File: config.mk
export PLATFORM = sky130hd
export DESIGN_NAME = dmem_responder
export DESIGN_NICKNAME = d
export VERILOG_FILES = /design/src/rtl/dmem_pkg.sv /design/src/rtl/dmem_wbuf.sv /design/src/rtl/dmem_responder.sv
export SDC_FILE = /design/constraint.sdc
export NUM_CORES = 2
export LEC_CHECK = 0
export CAP_MARGIN = 25
export CORE_UTILIZATION = 55
export DETAILED_ROUTE_END_ITERATION = 12
export HOLD_SLACK_MARGIN = 0.06
export PLACE_DENSITY = 0.71
export SLEW_MARGIN = 20
export SYNTH_ARGS = -nofsm -noshare
export SYNTH_HDL_FRONTEND = slang
export SYNTH_SLANG_ARGS = --single-unit
File: constraint.sdc
create_clock -name clk -period 10 [get_ports clk]
set_clock_uncertainty 0.1 [all_clocks]
set_input_delay 2 -clock clk [delete_from_list [all_inputs] [get_ports clk]]
set_output_delay 2 -clock clk [all_outputs]
set_load 0.005 [all_outputs]
File: src/rtl/dmem_pkg.sv
`default_nettype none
// ============================================================================
// Module   : dmem_pkg
// Brief    : Shared types and widths for the data-memory responder.
// Revision : 1.0 - initial release
// ============================================================================
package dmem_pkg;

    localparam int WORD_W    = 32;
    localparam int LAT_CNT_W = 3;

    typedef enum logic [1:0] {
        IDLE = 2'd0,
        WAIT = 2'd1,
        DONE = 2'd2
    } dmem_state_t;

endpackage
`default_nettype wire

File: src/rtl/dmem_wbuf.sv
`default_nettype none
// ============================================================================
// Module   : dmem_wbuf
// Brief    : Single-entry posted write buffer with read forwarding and a
//            drain port into the word array.
// Revision : 1.0 - initial release
// ============================================================================
module dmem_wbuf
    import dmem_pkg::*;
#(
    parameter int ADDR_W = 6
) (
    input  logic              i_clk,
    input  logic              i_rst_n,
    input  logic              i_load,
    input  logic [ADDR_W-1:0] i_load_addr,
    input  logic [WORD_W-1:0] i_load_data,
    input  logic [ADDR_W-1:0] i_rd_addr,
    input  logic [WORD_W-1:0] i_arr_data,
    output logic [WORD_W-1:0] o_rd_data,
    output logic              o_drain_en,
    output logic [ADDR_W-1:0] o_drain_addr,
    output logic [WORD_W-1:0] o_drain_data
);

    logic              r_valid;
    logic [ADDR_W-1:0] r_addr;
    logic [WORD_W-1:0] r_data;

    // The entry always drains at the edge after it is loaded, so validity
    // simply tracks whether a new store arrived at this edge.
    always_ff @(posedge i_clk or negedge i_rst_n) begin
        if (!i_rst_n) begin
            r_valid <= 1'b0;
            r_addr  <= '0;
            r_data  <= '0;
        end else begin
            r_valid <= i_load;
            if (i_load) begin
                r_addr <= i_load_addr;
                r_data <= i_load_data;
            end
        end
    end

    assign o_rd_data    = (r_valid && (r_addr == i_rd_addr)) ? r_data : i_arr_data;
    assign o_drain_en   = r_valid;
    assign o_drain_addr = r_addr;
    assign o_drain_data = r_data;

endmodule
`default_nettype wire

File: src/rtl/dmem_responder.sv
`default_nettype none
// ============================================================================
// Module   : dmem_responder
// Brief    : MEM-stage data memory with multi-cycle reads (stall request) and
//            posted stores. Optional macro DMEM_ALIGN_CHECK_EN adds
//            misaligned-access detection on output misaligned_m.
// Revision : 1.0 - initial release
// ============================================================================
module dmem_responder
    import dmem_pkg::*;
#(
    parameter int DEPTH      = 64,
    parameter int RD_LATENCY = 2
) (
    input  logic        clk,
    input  logic        reset,
    input  logic        memread_m,
    input  logic        memwrite_m,
    input  logic [31:0] ALUOutM,
    input  logic [31:0] WriteDataM,
    output logic [31:0] ReadDataM,
    output logic        stall_m
`ifdef DMEM_ALIGN_CHECK_EN
    ,
    output logic        misaligned_m
`endif
);

    localparam int ADDR_W = $clog2(DEPTH);
    localparam logic [LAT_CNT_W-1:0] c_CNT_INIT =
        (RD_LATENCY > 0) ? LAT_CNT_W'(RD_LATENCY - 1) : '0;

    logic [WORD_W-1:0]    r_mem [DEPTH];
    dmem_state_t          r_state;
    dmem_state_t          w_state_nxt;
    logic [LAT_CNT_W-1:0] r_cnt;
    logic [LAT_CNT_W-1:0] w_cnt_nxt;
    logic [WORD_W-1:0]    r_rdata;
    logic                 w_capture;

    logic [ADDR_W-1:0]    w_idx;
    logic                 w_misaligned;
    logic                 w_idle;
    logic                 w_rd_req;
    logic                 w_st_req;
    logic [WORD_W-1:0]    w_arr_data;
    logic [WORD_W-1:0]    w_fwd_data;
    logic                 w_drain_en;
    logic [ADDR_W-1:0]    w_drain_addr;
    logic [WORD_W-1:0]    w_drain_data;
    logic                 w_unused_addr;

    assign w_idx         = ALUOutM[ADDR_W+1:2];
    assign w_unused_addr = ^{ALUOutM[31:ADDR_W+2], ALUOutM[1:0]};

`ifdef DMEM_ALIGN_CHECK_EN
    assign w_misaligned = (memread_m | memwrite_m) & (ALUOutM[1:0] != 2'b00);
    assign misaligned_m = w_misaligned;
`else
    assign w_misaligned = 1'b0;
`endif

    // Requests are gated by reset so outputs drop immediately on assertion.
    assign w_idle   = reset && (r_state == IDLE);
    assign w_st_req = w_idle && memwrite_m && !w_misaligned;
    assign w_rd_req = w_idle && memread_m && !memwrite_m && !w_misaligned;

    assign w_arr_data = r_mem[w_idx];

    dmem_wbuf #(
        .ADDR_W (ADDR_W)
    ) u_wbuf (
        .i_clk        (clk),
        .i_rst_n      (reset),
        .i_load       (w_st_req),
        .i_load_addr  (w_idx),
        .i_load_data  (WriteDataM),
        .i_rd_addr    (w_idx),
        .i_arr_data   (w_arr_data),
        .o_rd_data    (w_fwd_data),
        .o_drain_en   (w_drain_en),
        .o_drain_addr (w_drain_addr),
        .o_drain_data (w_drain_data)
    );

    always_ff @(posedge clk) begin
        if (w_drain_en) begin
            r_mem[w_drain_addr] <= w_drain_data;
        end
    end

    always_ff @(posedge clk or negedge reset) begin
        if (!reset) begin
            r_state <= IDLE;
            r_cnt   <= '0;
            r_rdata <= '0;
        end else begin
            r_state <= w_state_nxt;
            r_cnt   <= w_cnt_nxt;
            if (w_capture) begin
                r_rdata <= w_fwd_data;
            end
        end
    end

    // The request cycle itself stalls, so WAIT lasts RD_LATENCY-1 cycles and
    // the total stall equals RD_LATENCY.
    always_comb begin
        w_state_nxt = r_state;
        w_cnt_nxt   = r_cnt;
        w_capture   = 1'b0;
        stall_m     = 1'b0;
        ReadDataM   = '0;
        case (r_state)
            IDLE: begin
                if (w_rd_req) begin
                    if (RD_LATENCY == 0) begin
                        ReadDataM = w_fwd_data;
                    end else begin
                        stall_m     = 1'b1;
                        w_capture   = 1'b1;
                        w_cnt_nxt   = c_CNT_INIT;
                        w_state_nxt = (RD_LATENCY == 1) ? DONE : WAIT;
                    end
                end
            end
            WAIT: begin
                stall_m = 1'b1;
                if (r_cnt != '0) begin
                    w_cnt_nxt = r_cnt - 1'b1;
                end
                if (r_cnt <= LAT_CNT_W'(1)) begin
                    w_state_nxt = DONE;
                end
            end
            DONE: begin
                ReadDataM   = r_rdata;
                w_state_nxt = IDLE;
            end
            default: begin
                w_state_nxt = IDLE;
            end
        endcase
    end

endmodule
`default_nettype wire

==> metrics.yaml <==
start_util_pct: 55.4
synthArstFlopShare_pct: 3.58
core_sq_um: 147000
dieWidth_um: 387
drt_iter0_markers: 4955
startpoint_type: "primary input"
critPathArrivalTime_ns: 4.09
ys_ff_latch: 2124
die-height_um: 387
worst_slack_ns: 3.81
synth_edf_count: 2048
place_area_sq_um: 85600
synth_area_sq_um: 81700
crit_type: "primary input to output pin"
r2r_start: "u_wbuf.o_drain_addr[1]"
syn_nets: 3813
cts_tree: "yes"
final_cell_count_no_fill: 6055
worstHoldStart: "u_wbuf.o_drain_data[30]"
drv_cap: 0
syn_avg_cell_area_sq_um: 21.8
holdPathStages: 1
reg2reg_to: "r_mem[14][19]"
clock_sinks: 2124
fin_nets: 4018
cp_num_buf_inv: 4
clk_pin_slew_ns: 0.06
required_ns: 7.90
worst_pin_slew_ns: 1.31
drtPass1Iterations: 6
antenna_found_initial: 8
min_to: "u_wbuf.o_drain_data[30]"
ys_warn_count: 0
fin_hold_ws_ns: 0.416
ys_types: 51
p_per_area_nw_per_um2: 238
cp_cell_sequence: "buf_4 -> nor3b_1 -> and2_1 -> buf_4 -> nor2_1 -> inv_1 -> clkdlybuf4s50_1"
portBuffers: 74
wl_um: 200000
status: "finished, final reports clean"
grt_max_degree: 150
max_slew_margin_pct: 11.4
cts_max_level: 4
critPathSlowestCell: "clkdlybuf4s50_1"
min_path_type: "flop to flop"
cts_root_buf: "clkbuf_16"
grtUsageTotal_pct: 26.7
io_pins: 101
placedCellCount: 5665
cts_made_buffers: 203
route.detailed.drc: 0
dieArea_sq_um: 150000
p_leak_uw: 0.0293
ys_seq_area_share_pct: 77.6
hpwl_um: 107000
final_max_slew_viol_count: 0
setup_viol: 0
path_max_fanout: 35
ir_drop_mv: 0.288
finalCriticalPeriod_ns: 6.19
finalCritPeriodShare_pct: 61.9
fmax_mhz: 162
cp_top_family: "buffers and inverters"
globalplace.congestion: 0.976
reg2reg_depth: 4
layout-drive-gt1-share_pct: 28.3
num_vias: 39774
cts_hold_buffers: 0
rows: 141
drtAntennaViolNets: 0
r2r_setup_slack_ns: 6.93
endpoint_kind: "output pin"
cts_buffer_depth: 3
synthCells: 3742
dp_slack_ns: 3.74
ctsResizeCount: 0
ys.flop_type: "edfxtp_1"
clk_latency_ns: 0.85
cpMostUsedCell: "buf_4"
fin_area_sq_um: 92300
via_per_inst: 6.57
grt_pass1_wl_um: 285000
area_growth_pct: 13.0
fillers: 9695
gr-total-overflow: 0
grt_pass1_vias: 39947
cts_setup_buffers: 0
hold_violations: 0
wl_per_cell_um: 33.0
setup_tns_ns: 0
rsz0062_at_grt: "false"
slowest_delay_ns: 0.52
==> layer usage <==
metal	share of wire, %	global-route usage [%]	vias up
met2	50	43.5	2040
li1	-	-	16192
met5	0.20	0	-
met4	3.5	9.71	8
met1	37	35.2	21184
met3	9.5	6.85	350
==> worst max-delay path by stage <==
stage | start | to | depth (start not counted)
floorplan | reset | stall_m | 5
global placement | ALUOutM[2] | r_rdata[21] | 8
detailed placement | ALUOutM[2] | r_rdata[8] | 8
CTS | reset | stall_m | 7
global route | reset | stall_m | 7
finish | reset | stall_m | 7
==> worst reg2reg max path, cell delays in order (launching register included) <==
cell and delay [ns]:
dfrtp_1 0.60, nor2b_1 0.23, nand3_1 0.68, nor2_4 0.51
buf_4 0.54
==> cell families (layout without fill, tap and decap cells) <==
| family | count (synthesis) | after routing | synth area share [%] |
|---|---|---|---|
| flip-flops | 2124 | 2124 | 77.6 |
| multiplexers | 705 | 705 | 15.5 |
| AND/OR/NAND/NOR | 339 | 339 | 1.96 |
| AO/OA/AOI/OAI | 338 | 338 | 3.39 |
| buffers and inverters | 227 | 604 | 1.38 |
| XOR/XNOR | 6 | 6 | 0.0643 |
| adder cells (fa/ha/maj) | 3 | 3 | 0.0460 |
| other | 0 | 6 | 0 |
==> Yosys cell counts, drive strengths merged (2+ instances only) <==
library cell / instances / share of area [%]
dfrtp: 76 / 2.3
nor2: 108 / 0.50
inv: 5 / 0.023
nand2b: 8 / 0.061
buf: 135 / 0.96
xnor2: 3 / 0.032
a221oi: 28 / 0.48
o21ai: 2 / 0.012
a2111oi: 3 / 0.032
nor2b: 10 / 0.077
mux2i: 124 / 1.5
clkbuf: 86 / 0.40
o2111ai: 2 / 0.021
nand4: 4 / 0.031
and4: 2 / 0.021
or3b: 3 / 0.032
a22o: 104 / 1.1
or3: 5 / 0.038
a22oi: 64 / 0.59
and2: 39 / 0.30
a21oi: 8 / 0.049
a31oi: 26 / 0.20
nand3b: 7 / 0.064
or4: 2 / 0.018
or2: 2 / 0.015
ha: 3 / 0.046
o22ai: 60 / 0.46
nor3: 59 / 0.37
a211oi: 5 / 0.046
edfxtp: 2048 / 75
mux4: 436 / 12
o41ai: 26 / 0.28
nand3: 13 / 0.080
o221ai: 5 / 0.054
nand2: 75 / 0.34
xor2: 3 / 0.032
mux2: 145 / 2.0
==> placed cells by master, fill, tap and decap left out, types with 50 or more instances in the layout <==
cell type | synthesis | layout
a22oi_1 | 64 | 64
mux2i_1 | 124 | 124
mux2_2 | 145 | 145
clkdlybuf4s50_1 | 0 | 69
nand2_1 | 75 | 73
clkbuf_16 | 0 | 205
a22o_1 | 104 | 104
nor2_4 | 0 | 64
buf_4 | 14 | 139
edfxtp_1 | 2048 | 2048
o22ai_1 | 60 | 60
clkbuf_1 | 85 | 55
nor3_1 | 58 | 56
mux4_2 | 436 | 436
clkinv_1 | 1 | 50
==> sequential cells by signal, indices dropped and copies added (netlist names) <==
name                 flops
r_mem                 2048
r_rdata                 32
u_wbuf.o_drain_data     32
u_wbuf.o_drain_addr      6
r_cnt                    3
r_state                  2
u_wbuf.o_drain_en        1
==> power breakdown <==
group | total (uW) | switching, uW | internal (uW)
Sequential | 12100 | 787 | 11300
Combinational | 2350 | 1700 | 646
Clock | 7450 | 3260 | 4190
==> through the flow <==
| stage | power [uW] | utilization [%] |
|---|---|---|
| 2_1_floorplan | 13100 | - |
| 3_5_place_dp | 14600 | 58.0 |
| 3_3_place_gp | 14400 | 58.0 |
| 4_1_cts | 21900 | 62.5 |
| 5_1_grt | 22500 | 62.6 |
| 6_report | 21900 | 62.6 |
==> area by class of cell <==
class,count,area (sq um),area share (%)
Antenna cell,6,15.0,0.0163
Clock buffer,266,5420,5.87
Clock inverter,111,1080,1.17
Inverter,6,22.5,0.0244
Multi-Input combinational cell,1391,17900,19.4
Sequential cell,2124,63400,68.8
Tap cell,1930,2410,2.62
Timing Repair Buffer,221,1960,2.12
Note: power is estimated with default switching activity, not from simulation.
